**src/rtl/sensor_conditioner_pkg.sv**
```systemverilog
// rtl/sensor_conditioner_pkg.sv - shared types for the sensor conditioner
// Purpose : humo debounce FSM state encoding and a settled-state helper.
// Ports   : none (package).
package sensor_conditioner_pkg;

   typedef enum logic [1:0] {
      ST_LO      = 2'b00,
      ST_WAIT_HI = 2'b01,
      ST_HI      = 2'b10,
      ST_WAIT_LO = 2'b11
   } humo_state_e;

   // The humo path is settled when it is not qualifying a new level.
   function automatic logic is_settled(input humo_state_e s);
      return (s == ST_LO) || (s == ST_HI);
   endfunction

endpackage

```
**src/rtl/sensor_conditioner_sync_2ff.sv**
```systemverilog
// rtl/sensor_conditioner_sync_2ff.sv - W-bit two-flop synchroniser
// Purpose : bring an asynchronous bus into the clk domain (bits may skew by one cycle).
// Ports   : clk, rst_n (async active-low), d_i [W] raw input, q_o [W] synchronised output.
module sync_2ff #(
   parameter int W = 1
) (
   input  logic         clk,
   input  logic         rst_n,
   input  logic [W-1:0] d_i,
   output logic [W-1:0] q_o
);

   logic [W-1:0] meta_q;
   logic [W-1:0] sync_q;

   always_ff @(posedge clk or negedge rst_n) begin
      if (!rst_n) begin
         meta_q <= '0;
         sync_q <= '0;
      end else begin
         meta_q <= d_i;
         sync_q <= meta_q;
      end
   end

   assign q_o = sync_q;

endmodule

```
**src/rtl/sensor_conditioner.sv**
```systemverilog
// rtl/sensor_conditioner.sv - synchronise and debounce smoke flag and current code
// Purpose : clean humo/corriente levels plus one-cycle change pulses for the alarm FSM.
// Ports   : clk, reset (async active-low), humo_in, current_in [N] (raw, async);
//           humo, corriente [N] (debounced), humo_rise, corr_chg (1-cycle pulses),
//           stable (no debouncer mid-qualification).
module sensor_conditioner
   import sensor_conditioner_pkg::*;
#(
   parameter int N         = 3,
   parameter int DB_CYCLES = 50000,
   parameter int CNT_W     = 16
) (
   input  logic         clk,
   input  logic         reset,
   input  logic         humo_in,
   input  logic [N-1:0] current_in,
   output logic         humo,
   output logic [N-1:0] corriente,
   output logic         humo_rise,
   output logic         corr_chg,
   output logic         stable
);

   localparam logic [CNT_W-1:0] LAST_CNT = CNT_W'(DB_CYCLES - 1);
   localparam logic [CNT_W-1:0] CNT_ONE  = CNT_W'(1);

   logic         hs;
   logic [N-1:0] cs;

   sync_2ff #(.W(1)) u_sync_humo (
      .clk   (clk),
      .rst_n (reset),
      .d_i   (humo_in),
      .q_o   (hs)
   );

   sync_2ff #(.W(N)) u_sync_curr (
      .clk   (clk),
      .rst_n (reset),
      .d_i   (current_in),
      .q_o   (cs)
   );

   humo_state_e      state_q, state_d;
   logic [CNT_W-1:0] cnt_q, cnt_d;
   logic             humo_q, humo_d;
   logic             humo_rise_q, humo_rise_d;
   logic [N-1:0]     cand_q, cand_d;
   logic [CNT_W-1:0] ccnt_q, ccnt_d;
   logic [N-1:0]     corr_q, corr_d;
   logic             corr_chg_q, corr_chg_d;
   logic             stable_q, stable_d;

   always_ff @(posedge clk or negedge reset) begin
      if (!reset) begin
         state_q     <= ST_LO;
         cnt_q       <= '0;
         humo_q      <= 1'b0;
         humo_rise_q <= 1'b0;
         cand_q      <= '0;
         ccnt_q      <= '0;
         corr_q      <= '0;
         corr_chg_q  <= 1'b0;
         stable_q    <= 1'b0;
      end else begin
         state_q     <= state_d;
         cnt_q       <= cnt_d;
         humo_q      <= humo_d;
         humo_rise_q <= humo_rise_d;
         cand_q      <= cand_d;
         ccnt_q      <= ccnt_d;
         corr_q      <= corr_d;
         corr_chg_q  <= corr_chg_d;
         stable_q    <= stable_d;
      end
   end

   // Humo debounce. The edge that enters WAIT_x counts as the first stable
   // sample; the level is accepted on the edge where cnt reaches DB_CYCLES-1,
   // so DB_CYCLES consecutive samples of the new level are required.
   always_comb begin
      state_d     = state_q;
      cnt_d       = cnt_q;
      humo_d      = humo_q;
      humo_rise_d = 1'b0;
      case (state_q)
         ST_LO: begin
            if (hs) begin
               state_d = ST_WAIT_HI;
               cnt_d   = '0;
            end
         end
         ST_WAIT_HI: begin
            if (!hs) begin
               state_d = ST_LO;
            end else begin
               cnt_d = cnt_q + CNT_ONE;
               if (cnt_d == LAST_CNT) begin
                  state_d     = ST_HI;
                  humo_d      = 1'b1;
                  humo_rise_d = 1'b1;
               end
            end
         end
         ST_HI: begin
            if (!hs) begin
               state_d = ST_WAIT_LO;
               cnt_d   = '0;
            end
         end
         ST_WAIT_LO: begin
            if (hs) begin
               state_d = ST_HI;
            end else begin
               cnt_d = cnt_q + CNT_ONE;
               if (cnt_d == LAST_CNT) begin
                  state_d = ST_LO;
                  humo_d  = 1'b0;
               end
            end
         end
         default: state_d = ST_LO;
      endcase
   end

   // Current filter. A skewed multi-bit transition shows up as a candidate
   // that lives for one cycle and simply restarts the count.
   always_comb begin
      cand_d     = cand_q;
      ccnt_d     = ccnt_q;
      corr_d     = corr_q;
      corr_chg_d = 1'b0;
      if (cs != cand_q) begin
         cand_d = cs;
         ccnt_d = '0;
      end else begin
         if (ccnt_q != LAST_CNT) begin
            ccnt_d = ccnt_q + CNT_ONE;
         end
         // Once corriente takes cand the inequality clears, so the pulse
         // cannot repeat while the counter sits saturated.
         if ((ccnt_d == LAST_CNT) && (cand_q != corr_q)) begin
            corr_d     = cand_q;
            corr_chg_d = 1'b1;
         end
      end
   end

   // Registered so that it reads 0 while reset is held, like every other output.
   always_comb begin
      stable_d = is_settled(state_d) && (cand_d == corr_d);
   end

   assign humo      = humo_q;
   assign corriente = corr_q;
   assign humo_rise = humo_rise_q;
   assign corr_chg  = corr_chg_q;
   assign stable    = stable_q;

endmodule

```
**config.mk**
```make
export PLATFORM = sky130hd
export DESIGN_NAME = sensor_conditioner
export DESIGN_NICKNAME = d
export VERILOG_FILES = /design/src/rtl/sensor_conditioner_pkg.sv /design/src/rtl/sensor_conditioner_sync_2ff.sv /design/src/rtl/sensor_conditioner.sv
export SDC_FILE = /design/constraint.sdc
export NUM_CORES = 1
export LEC_CHECK = 0
export CAP_MARGIN = 10
export CORE_MARGIN = 4
export CORE_UTILIZATION = 31
export CTS_CLUSTER_SIZE = 30
export DETAILED_ROUTE_END_ITERATION = 10
export GPL_ROUTABILITY_DRIVEN = 0
export PLACE_DENSITY = 0.56
export SLEW_MARGIN = 40
export SYNTH_ARGS = -nofsm -noshare
export SYNTH_HDL_FRONTEND = slang
export SYNTH_SLANG_ARGS = --single-unit
```
**constraint.sdc**
```tcl
create_clock -name clk -period 2.93 [get_ports clk]
set_input_delay 0.586 -clock clk [delete_from_list [all_inputs] [get_ports clk]]
set_output_delay 0.586 -clock clk [all_outputs]
set_load 0.02 [all_outputs]
```
## Yosys cells after proc, flatten, opt, wreduce, memory -nomap -nowiden

Index checks and enable logic that the tools add are counted.

- Muxes and demuxes: 28
- Reductions and logical operators: 8
- Equal/unequal tests: 16
- Add/subtract/negate cells: 2

Operator list:

| kind | count |
|---|---|
| $mux W16 | 7 |
| $pmux W16 S4 | 1 |
| $add A16 B1 Y16 const B | 2 |
| $eq A16 B16 Y1 const B | 2 |
| $ne A16 B16 Y1 const B | 1 |
| $mux W2 | 6 |
| $mux W1 | 9 |
| $mux W3 | 3 |
| $ne A2 B2 Y1 const B | 4 |
| $pmux W2 S4 | 1 |
| $eq A2 B2 Y1 const B | 3 |
| $ne A3 B3 Y1 | 2 |
| $reduce_and A5 Y1 | 1 |
| $logic_not A2 Y1 | 2 |
| $ne A2 B1 Y1 const B | 2 |
| $reduce_and A4 Y1 | 1 |
| $eq A3 B3 Y1 | 1 |
| $eq A2 B1 Y1 const B | 1 |
| $logic_and A1 B1 Y1 | 2 |
| $pmux W1 S2 | 1 |
| $reduce_bool A2 Y1 | 1 |
| $logic_or A1 B1 Y1 | 1 |

- Bits in registers: 52
- Word-level logic and storage cells: 67

## Depth between registers and ports, before layout

- Depth after elaboration: 9
- Mapped depth: 7

## Cells and area by module

From an unflattened synthesis, not the netlist that was laid out.

- Cells, all modules: 295
- Area total of the unflattened synthesis: 2926.6 um^2

By module, submodules not included:

| module | area each (um^2) | cells each | instances |
|---|---|---|---|
| sensor_conditioner | 2726.4 | 287 | 1 |
| sync_2ff (u_sync_curr) | 150.1 | 6 | 1 |
| sync_2ff (u_sync_humo) | 50.0 | 2 | 1 |

## Least setup slack after synthesis

OpenSTA, ideal clock, no wires.

- Path type: reg-to-reg
- Start: register ccnt_q[7]
- End: register corr_q[0] (netlist: corriente[0])
- Buffers on the path: 0
- Slack: 615 ps
- Stages on the path, launching flop included: 7
- Clock period less this slack: 2315 ps
- Setup time: 128 ps
- Data required time: 2802 ps
- Arrival: 2188 ps
- Cell sequence: dfrtp_1 -> or4b_4 -> nor4_4 -> nand3_2 -> a221oi_2 -> nand4_2 -> mux2_1

- Longest elaborated chain between the ends: 7
- Elaborated cells on any way between the ends: 8
- Classes of those cells: 1 x add/sub; 2 x eq/ne; 4 x mux; 1 x reduce/logical

RTL lines:

| element | line | text |
|---|---|---|
| start: declaration | sensor_conditioner.sv:49 | `logic [CNT_W-1:0] ccnt_q, ccnt_d;` |
| start signal: assignment | sensor_conditioner.sv:71 | `ccnt_q <= ccnt_d;` |
| $add A16 B1 Y16 or $ne A16 B16 Y1 (tied branches) | sensor_conditioner.sv:138, sensor_conditioner.sv:137 |  |
| $mux W16 (*) | sensor_conditioner.sv:137 | `if (ccnt_q != LAST_CNT) begin` |
| $mux W16 (*) | sensor_conditioner.sv:133 | `if (cs != cand_q) begin` |
| $eq A16 B16 Y1 (*) | sensor_conditioner.sv:142 | `if ((ccnt_d == LAST_CNT) && (cand_q != corr_q)) begin` |
| $logic_and A1 B1 Y1 (*) | sensor_conditioner.sv:142 |  |
| $mux W3 (*) | sensor_conditioner.sv:142 |  |
| $mux W3 (*) | sensor_conditioner.sv:133 |  |
| named net corr_d[0] | sensor_conditioner.sv:50 | `logic [N-1:0] corr_q, corr_d;` |
| end signal: assignment | sensor_conditioner.sv:72 | `corr_q <= corr_d;` |
| end: declaration | sensor_conditioner.sv:50 |  |

The timed path passes the listed nets; every way through them passes the cells marked *. The select of a mux whose other input is x is not followed.
A chain may end at the register's enable or synchronous reset.

## Final worst setup path

- Start: register ccnt_q[0]
- End: register corr_q[0] (netlist: corriente[0])

Same word-level chain as after synthesis.

==> results.py <==
metrics = {
    "sta": {
        "period_share_pct": 89.6,
        "grt_setup_unrepaired": "no",
        "clock_skew_ps": 8.13,
        "fin_tns_setup_ps": 0,
        "finalSetupViolations": 0,
        "slew_headroom_pct": 54.1,
        "finalMaxSlewViolations": 0,
        "fmax_ghz": 0.381,
        "hold_viol": 0,
        "worst_pin_slew_ps": 671,
        "period_needed_ps": 2620,
    },
    "final_layout": {
        "final_common_cell": "dfrtp_1",
        "stdcell_area_um2": 3120,
        "syn_to_final_growth_pct": 11.0,
        "layout-drive-gt1-share_pct": 7.59,
        "mostFrequentLayoutCells": "52 x dfrtp_1, 29 x nand2_1, 25 x nor2_1, 22 x xnor2_1, 17 x o21ai_0",
        "nNetsFinal": 311,
        "antenna_cells": 0,
    },
    "logic_synthesis": {
        "yosysWarnings": 0,
        "synth_top_family_by_area": "simple AND/OR/NAND/NOR gates",
        "synth-compound-area-share_pct": 13.2,
        "synth_edf_count": 0,
        "syn_area_um2": 2810,
        "synthSimpleGateAreaFrac_pct": 24.6,
        "yosysUniqueCellTypes": 49,
        "syn_inst": 299,
        "ys.flop_type": "dfrtp_1",
        "synthAdderAreaFrac_pct": 1.33,
        "async_reset_ff_share_pct": 100,
        "synth-xor-area-share_pct": 8.41,
        "ys_seq_area_share_pct": 46.3,
        "synth_mux_area_share_pct": 2.67,
        "ys_ff_latch": 52,
        "syn_area_per_cell_um2": 9.41,
        "syn_nets": 308,
    },
    "outcome": {
        "outcome": "finished, final reports clean",
    },
    "floorplanning": {
        "rows": 34,
        "die_h_um": 103,
        "die-area_um2": 10700,
        "initial_utilization_pct": 32.1,
        "ios": 13,
        "core_area_um2": 8760,
        "die_w_um": 103,
    },
    "pwr": {
        "power.density_nw_per_um2": 405,
        "worst_ir_drop_vdd_uv": 226,
        "p_leak_uw": 0.00116,
    },
    "setup_path": {
        "required_ps": 3130,
        "path_class": "register to register",
        "crit_fanout": 10,
        "start_kind": "register",
        "critPathCaptureType": "register",
        "cp.arrival_ps": 2820,
    },
    "clock_network": {
        "cts_made_buffers": 5,
        "post_cts_buffers": 0,
        "cts_tree": "done",
        "ctsRootBufferMaster": "clkbuf_8",
        "clk_pin_slew_ps": 100,
        "htree_levels": 2,
        "cts_buffer_depth": 2,
        "clock_sinks": 52,
        "cts-resized-gates": 0,
        "hold_buffers": 0,
        "insertion_delay_ps": 310,
    },
    "routing": {
        "ant_nets": 0,
        "wl_per_cell_um": 14.4,
        "vias": 2172,
        "via_per_inst": 5.28,
        "routed_wl_um": 5920,
        "drt_pass1_iterations": 4,
        "drc": 0,
        "drtIter0Drc": 105,
    },
    "grt": {
        "grt_overflow": 0,
        "grt_pass1_vias": 2188,
        "grt_pass1_wl_um": 10500,
        "grt_start_max_net_pins": 29,
        "grt.total_usage_pct": 12.4,
        "antenna_found_initial": 0,
    },
    "worst_hold_path": {
        "worstHoldPathType": "input pin to async pin",
    },
    "place": {
        "dpl_cell_area_um2": 3030,
        "portBuffers": 12,
        "dp_hpwl_um": 4220,
    },
    "flow_run": {
        "maxCapViolations": 0,
    },
}
[worst paths after layout]
check / start / end / slack (ps) / depth (start not counted)
setup / recovery: ccnt_q[0]$_DFF_PN0_ / corriente[0]$_DFF_PN0_ / 310 / 7
hold reg to reg: u_sync_humo.meta_q$_DFF_PN0_ / u_sync_humo.q_o$_DFF_PN0_ / 360 / 0
max in group asynchronous: reset / cand_q[1]$_DFF_PN0_ / 2100 / 2
min in group clk: u_sync_humo.meta_q$_DFF_PN0_ / u_sync_humo.q_o$_DFF_PN0_ / 360 / 0
setup reg to reg: ccnt_q[0]$_DFF_PN0_ / corriente[0]$_DFF_PN0_ / 310 / 7
hold / removal: reset / ccnt_q[4]$_DFF_PN0_ / 280 / 1
[synthesized netlist by cell type (all sizes together) (2+ instances only)]
cell	count	area share, %
nor3	8	1.4
and2	2	0.44
xor2	5	1.6
or3	2	0.49
nand2b	5	1.1
nand4	16	3.8
o21ai	17	3.0
a21oi	5	0.89
mux2	4	1.6
buf	4	0.67
and3	5	1.1
nand3	16	3.0
nand3b	3	0.80
ha	3	1.3
a21boi	3	0.80
and4	2	0.62
a21o	7	1.9
nor2b	5	1.1
xnor2	22	6.9
nand2	29	3.9
clkbuf	16	2.1
o31ai	10	2.7
inv	6	0.80
nor2	25	3.3
a31oi	3	0.67
mux2i	3	1.1
dfrtp	52	46
nor4	6	1.9
[logic make-up (layout without fill, tap and decap cells)]
logic type | count (synthesis) | after routing
buf+inv | 26 | 30
flops | 52 | 52
fa+ha+maj | 3 | 3
mux | 7 | 7
simple gates | 129 | 129
compound gates | 55 | 55
xor+xnor | 27 | 27
[metal layers]
metal	track usage, %	part of all wire [%]
met1	16.1	47
met3	2.48	3.1
met2	20.4	48
met4	4.38	1.6
met5	0	0
[cell type report]
type	count	area [µm²]
Inverter	6	22.5
Fill cell	879	5640
Multi-Input combinational cell	221	1410
Clock buffer	5	68.8
Sequential cell	52	1300
Clock inverter	3	26.3
Timing Repair Buffer	16	158
Tap cell	108	135
[state kept, by name, summed over array words and instances (netlist names)]
name	cells
u_sync_humo.meta_q	1
stable	1
state_q	2
u_sync_curr.meta_q	3
humo	1
ccnt_q	16
humo_rise	1
corriente	3
u_sync_humo.q_o	1
cnt_q	16
u_sync_curr.q_o	3
corr_chg	1
cand_q	3
[power breakdown]
group	leakage [µW]	internal (µW)	switching (µW)
Combinational	0.000419	33.6	45.7
Sequential	0.000696	732	21.5
Clock	0.0000491	176	257
[through the flow]
step           hold slack, ps  power [µW]  worst slack (ps)  cells  utilization [%]
2_1_floorplan             290         809               615    299                -
3_3_place_gp              332         847               423    403             34.5
3_5_place_dp              338         849               342    403             34.5
4_1_cts                   293        1290               322    411             35.6
5_1_grt                   315        1340               103    411             35.6
6_report                  278        1270               306    411             35.6
[critical path: stages, from the launching register on]
cell	delay, ps
dfrtp_1	530
ha_1	330
nand3_1	230
nor4_4	490
nand3_2	120
a221oi_2	270
nand4_2	190
mux2_1	350
Power figures use the tool's default switching activity.
